$ cat src/rtl/pc_seq.sv
// pc_seq: picoMIPS instruction sequencer; classifies op_class, gates pcnt.inc and the regfile write strobe.
// Latency: single op retires in 1 cycle, multi op in MUL_CYCLES cycles, wait op in >= 2 cycles (RUN + WAIT).
// Backpressure: PC holds while busy (MULTI/WAIT), halted, or run_en low; WAIT holds until in_valid, acked by in_ack.
// Optional feature: define PC_WRAP_EN to let the PC wrap from all-ones to 0 instead of halting there.
module pc_seq #(
    parameter int PMEM_WIDTH = 5,
    parameter int MUL_CYCLES = 3
) (
    input  logic                  clk,
    input  logic                  nRst,
    input  logic [PMEM_WIDTH-1:0] addr,
    input  logic [1:0]            op_class,
    input  logic                  run_en,
    input  logic                  in_valid,
    output logic                  in_ack,
    output logic                  inc,
    output logic                  wr_en,
    output logic                  busy,
    output logic                  halted
);

    localparam int CNT_W = $clog2(MUL_CYCLES);
    // The RUN cycle counts as the first cycle and the retiring MULTI cycle as the last.
    localparam logic [CNT_W-1:0] CNT_LOAD = CNT_W'(MUL_CYCLES - 2);

    localparam logic [1:0] OP_SINGLE = 2'b00;
    localparam logic [1:0] OP_MULTI  = 2'b01;
    localparam logic [1:0] OP_WAIT   = 2'b10;
    localparam logic [1:0] OP_HALT   = 2'b11;

    typedef enum logic [1:0] {
        S_RUN   = 2'b00,
        S_MULTI = 2'b01,
        S_WAIT  = 2'b10,
        S_HALT  = 2'b11
    } state_t;

    state_t           state;
    logic [CNT_W-1:0] cnt;

    logic   retire;
    logic   ack_raw;
    logic   inc_raw;
    logic   at_end;
    state_t retire_nxt;

    assign at_end = &addr;

    // Decide whether the instruction completes this cycle and whether the input port is consumed.
    always_comb begin
        retire  = 1'b0;
        ack_raw = 1'b0;
        case (state)
            S_RUN:   retire = run_en && (op_class == OP_SINGLE);
            S_MULTI: retire = (cnt == '0);
            S_WAIT: begin
                retire  = in_valid;
                ack_raw = in_valid;
            end
            default: begin
                retire  = 1'b0;
                ack_raw = 1'b0;
            end
        endcase
    end

`ifdef PC_WRAP_EN
    // Retiring at the top address lets pcnt roll over to 0 and execution continues.
    assign inc_raw    = retire;
    assign retire_nxt = S_RUN;
`else
    // Retiring at the top address still writes back, but the PC parks there and the core halts.
    assign inc_raw    = retire & ~at_end;
    assign retire_nxt = at_end ? S_HALT : S_RUN;
`endif

    // Strobes are forced low during reset so an abandoned op never retires or acks.
    assign inc    = nRst & inc_raw;
    assign wr_en  = nRst & retire;
    assign in_ack = nRst & ack_raw;
    assign busy   = (state == S_MULTI) || (state == S_WAIT);
    assign halted = (state == S_HALT);

    // Sequencer state and multi-cycle countdown.
    always_ff @(posedge clk or negedge nRst) begin
        if (!nRst) begin
            state <= S_RUN;
            cnt   <= '0;
        end else begin
            case (state)
                S_RUN: begin
                    if (run_en) begin
                        case (op_class)
                            OP_SINGLE: state <= retire_nxt;
                            OP_MULTI: begin
                                cnt   <= CNT_LOAD;
                                state <= S_MULTI;
                            end
                            OP_WAIT:  state <= S_WAIT;
                            OP_HALT:  state <= S_HALT;
                            default:  state <= S_RUN;
                        endcase
                    end
                end
                S_MULTI: begin
                    if (cnt != '0) begin
                        cnt <= cnt - CNT_W'(1);
                    end else begin
                        state <= retire_nxt;
                    end
                end
                S_WAIT: begin
                    if (in_valid) begin
                        state <= retire_nxt;
                    end
                end
                default: state <= S_HALT;
            endcase
        end
    end

endmodule

$ cat config.mk
export PLATFORM = sky130hd
export DESIGN_NAME = pc_seq
export DESIGN_NICKNAME = d
export VERILOG_FILES = /design/src/rtl/pc_seq.sv
export SDC_FILE = /design/constraint.sdc
export NUM_CORES = 1
export LEC_CHECK = 0
export BUFFER_PORTS_ARGS = -buffer_cell sky130_fd_sc_hd__buf_2
export CORE_AREA = 10 10 47 49
export DETAILED_ROUTE_END_ITERATION = 7
export DIE_AREA = 0 0 57 59
export PLACE_DENSITY = 0.57
export SLEW_MARGIN = 20
export SYNTH_ARGS = -nofsm -noshare
export SYNTH_HDL_FRONTEND = slang
export SYNTH_SLANG_ARGS = --single-unit
$ cat constraint.sdc
create_clock -name clk -period 1.5 [get_ports clk]
set_input_delay 0.3 -clock clk [delete_from_list [all_inputs] [get_ports clk]]
set_output_delay 0.3 -clock clk [all_outputs]
set_load 0.05 [all_outputs]
---- Word-level counts from Yosys, hierarchy flattened ----
Cells that the tools add are included.
word-level totals
  flip-flop bits (word level) ............. 4
  bits in writable memories ............... 0
  word-level logic and storage cells ...... 41
  latch bits .............................. 0
  memories kept ........................... 0
  output and inout bits ................... 5
  input port bits ......................... 11
  memory bits (read-only) ................. 0
operators by class
  add/subtract/negate cells ............... 1
  reduce and logical (&&, ||, !) cells .... 10
  divide/modulo/power cells ............... 0
  eq/ne operators ......................... 11
  mux-type cells .......................... 12
  multipliers ............................. 0
  order comparisons ....................... 0
  bitwise logic cells ..................... 5
  shift operators ......................... 0
operator list
  cell                 number
  $mux 2               7
  $eq 2x2->1 const B   4
  $pmux 2 s4           1
  $logic_not 2->1      3
  $ne 2x2->1 const B   3
  $pmux 2 s3           1
  $reduce_and 5->1     1
  $and 1x1->1          4
  $eq 2x1->1 const B   2
  $ne 2x1->1 const B   2
  $pmux 2 s2           1
  $reduce_and 4->1     1
  $reduce_bool 2->1    2
  $pmux 1 s3           1
  $reduce_and 3->1     1
  $sub 2x1->2 const B  1
  $logic_and 1x1->1    1
  $logic_or 1x1->1     1
  $mux 1               1
  $not 1->1            1

---- Depth between registers and ports, before layout ----
  word-level depth ........................ 5
  depth in mapped cells ................... 5
  gate-level depth less buffers ........... 5

---- Least setup slack after synthesis ----
No wires, ideal clock.
  path kind ............................... flip-flop to output port
  from .................................... reg state[0]
  to ...................................... out inc
  required time ........................... 1.200 ns
  setup slack ............................. -1.309 ns
  buffers on the path ..................... 0
  data arrival time ....................... 2.509 ns
  stages on the path, launching flop included .. 6
  path through ............................ dfrtp_1 > inv_1 > ha_1 > and4bb_1 > a221oi_1 > nor4bb_1
on the way
  word-level cells in the longest chain between the ends .. 4
  elaborated cells between the ends (all ways) .. 6
  those cells by class .................... 2 x eq/ne; 1 x mux; 2 x bitwise; 1 x reduce/logical
RTL lines
  what                                      line  RTL
  from (decl)                               38    state_t state;
  from (signal assigned)                    94    OP_SINGLE: state <= retire_nxt;
  from (signal assigned)                    109   state <= retire_nxt;
  from (signal assigned)                    114   state <= retire_nxt;
  $eq 2x2->1, or another cell as far along  53    case (state)
  $pmux 1 s3 (*)                            53
  $and 1x1->1 (*)                           73    assign inc_raw = retire & ~at_end;
  $and 1x1->1 (*)                           78    assign inc = nRst & inc_raw;
  to (decl)                                 16    output logic inc,
Mark *: on every way between the ends. The rest lies on a longest branch, timed or not.

---- Worst setup path in the final report ----
Same ends and word-level chain as after synthesis.

==> flow_metrics.py <==
metrics = {
    "status": {
        "status": "complete, but fails checks",
        "violations": "negative hold slack, negative setup slack",
    },
    "yosys": {
        "synth_seq_area_share_pct": 25.9,
        "ys_warn_count": 0,
        "synth_nets": 56,
        "yosysUniqueCellTypes": 19,
        "netlist_area_um2": 387,
        "synth_seq_cells": 4,
        "synth.avg_cell_area_um2": 9.67,
        "synth_cells": 40,
    },
    "grt": {
        "grt_pass1_wl_um": 2130,
        "grt_usage_pct": 8.01,
        "grt_pass1_vias": 483,
        "grt_antenna_before_repair": 0,
        "grt_max_degree": 8,
        "grt-ovfl-total": 0,
    },
    "clock_tree": {
        "cts_buffers": 3,
        "numClockSinks": 4,
        "root_buffer": "clkbuf_4",
        "clk_path_buf_depth": 2,
        "htreeDepth": 1,
        "insertion_delay_ps": 240,
        "holdBufCountCts": 0,
        "cts_tree": "yes",
        "clkTransAtPathRegs_ps": 40,
    },
    "worst_setup_path": {
        "slowest_delay_ps": 380,
        "startpoint_type": "register",
        "cp_cell_sequence": "inv_2 > ha_4 > and4bb_1 > a221oi_4 > nor4bb_4 > buf_6",
        "path_class": "register to output pin",
        "reg2reg_setup_slack_ps": -110,
        "rr_worst_depth": 8,
        "critPathBufInv": 2,
        "path_max_fanout": 2,
        "crit_arrival_ps": 1640,
        "slowest_stage": "dfrtp_1",
        "timing.rr.end": "cnt[0]$_DFFE_PN0P_",
        "cp-startpoint": "state[0]$_DFFE_PN0P_",
        "crit_path_end_kind": "output pin",
        "path_delay_family": "simple AND/OR/NAND/NOR gates",
        "required_ps": 1200,
        "r2r-start": "state[1]$_DFFE_PN0P_",
    },
    "floorplanning": {
        "die_y_um": 59,
        "rows": 14,
        "coreArea_um2": 1400,
        "io-pin-count": 16,
        "die_area_um2": 3360,
        "fp.dieW_um": 57,
        "initial_utilization_pct": 27.6,
    },
    "sta": {
        "hold_violations": 2,
        "fin_crit_ps": 1940,
        "fmax_mhz": 516,
        "setup_ws_ps": -436,
        "fin_crit_sh_pct": 129,
        "slew_viol_final": 0,
        "fin_hold_ws_ps": -0.889,
        "setup_viol": 6,
        "worstMarginPinSlew_ps": 337,
        "max_slew_margin_pct": 77.5,
        "final.setup_skew_ps": 1.20,
        "rsz0062_at_grt": "true",
    },
    "pwr": {
        "powerDensity_nw_per_um2": 2170,
        "totalPowerFinal_mw": 1.67,
        "peakVddDrop_mv": 1.38,
        "p_leak_nw": 0.359,
    },
    "place": {
        "place_ws_ps": -353,
        "port_buffers": 15,
        "dp_hpwl_um": 938,
        "place.gp.congestion": 0.778,
    },
    "finish": {
        "drive_gt1_share_pct": 64.4,
        "diodes": 0,
        "final_cell_mix": "buf_4, buf_2",
        "nFillCells": 127,
        "area_delta_synth_final_pct": 98.4,
        "nets": 91,
        "final_common_cell": "buf_4",
    },
    "route": {
        "antenna_left": 0,
        "route.detailed.drc": 0,
        "avgRoutedWirePerCell_um": 13.7,
        "routed_via_density": 5.01,
        "drtPass1Iterations": 4,
        "drtIter0Drc": 9,
        "routed_wl_um": 1220,
        "vias": 446,
    },
    "flow_run": {
        "cap_violations": 0,
    },
    "hold_path": {
        "hold_class": "primary input to asynchronous set/reset pin",
    },
}
layer usage:
metal / vias up / track usage (%) / part of all wire (%)
met3: 0 / 3.86 / 5.4
li1: 224 / - / -
met4: 0 / 4.70 / 0
met2: 14 / 13.3 / 51
met5: - / 0 / 0
met1: 208 / 7.99 / 44
Yosys cell counts:
| master | number | share of area, % |
|---|---|---|
| nand2b_1 | 5 | 8.1 |
| nor4bb_1 | 1 | 2.6 |
| nand2_1 | 1 | 0.97 |
| a22oi_2 | 1 | 3.2 |
| dfrtp_1 | 4 | 26 |
| and4b_1 | 2 | 5.2 |
| nand3_1 | 1 | 1.3 |
| nor3b_1 | 1 | 1.9 |
| a31oi_1 | 4 | 6.5 |
| a41oi_1 | 1 | 2.3 |
| a221oi_1 | 1 | 2.3 |
| mux2i_1 | 1 | 2.6 |
| and4bb_1 | 1 | 3.2 |
| a22oi_1 | 2 | 3.9 |
| inv_1 | 4 | 3.9 |
| nand4b_1 | 1 | 2.3 |
| ha_1 | 5 | 16 |
| mux2_1 | 1 | 2.9 |
| and3_1 | 3 | 4.9 |
final cells by class:
cell class                 instances  area, µm²  area share, %
clock buffer                       3       22.5           2.94
inverter                           4       15.0           1.96
multi-input combinational         32        387           50.4
sequential                         4        100           13.1
tap                               16       20.0           2.61
timing repair buffer              30        223           29.0
report_power, final:
part | internal [mW] | leakage (nW) | switching [mW] | total, mW
combinational | 0.659 | 0.298 | 0.679 | 1.34
clock | 0.0899 | 0.0138 | 0.0500 | 0.140
sequential | 0.162 | 0.0473 | 0.0268 | 0.189
metrics by stage:
step	TNS [ps]	instance area (µm²)	std cells	hold slack [ps]	util (%)
floorplan	-702	422	40	4.41	-
global placement	-557	599	82	258	42.8
detailed placement	-726	599	82	255	42.8
CTS	-1050	744	88	2.95	53.1
global route	-1730	767	89	13.5	54.7
finish	-1210	767	89	-0.889	54.7
worst reg2reg max path: cells and delay by family (launching register included):
kind	cells	cell delay, ps
AOI/OAI and AO/OA	1	170
muxes	1	320
adders and majority gates	1	140
DFF	1	390
and+or+nand+nor	1	60
buffers and inverters	4	420
logic make-up (layout without fill, tap and decap cells):
group / after synthesis / after routing / synth area share [%]
DFF: 4 / 4 / 25.9
buffers and inverters: 4 / 37 / 3.88
muxes: 2 / 2 / 5.50
AOI/OAI and AO/OA: 9 / 9 / 18.1
and+or+nand+nor: 16 / 16 / 30.4
adders and majority gates: 5 / 5 / 16.2
worst max path at each step:
stage	end	slack, ps	cells past startpoint
after floorplan	inc	-450	5
final	inc	-440	6
after detailed placement	inc	-350	6
after CTS	inc	-440	6
after global routing	inc	-510	6
after global placement	inc	-270	6
repair_timing:
item / in CTS / in global routing
buffers inserted: 3 / 1
endpoints found under the setup margin: 6 / 7
hold endpoints to repair: 0 / 0
gates resized for setup: 22 / 4
pin swaps: 5 / 3
registers in the layout, summed over array words and instances (netlist names):
signal	flops
state	2
cnt	2
(Power assumes the default switching activity.)
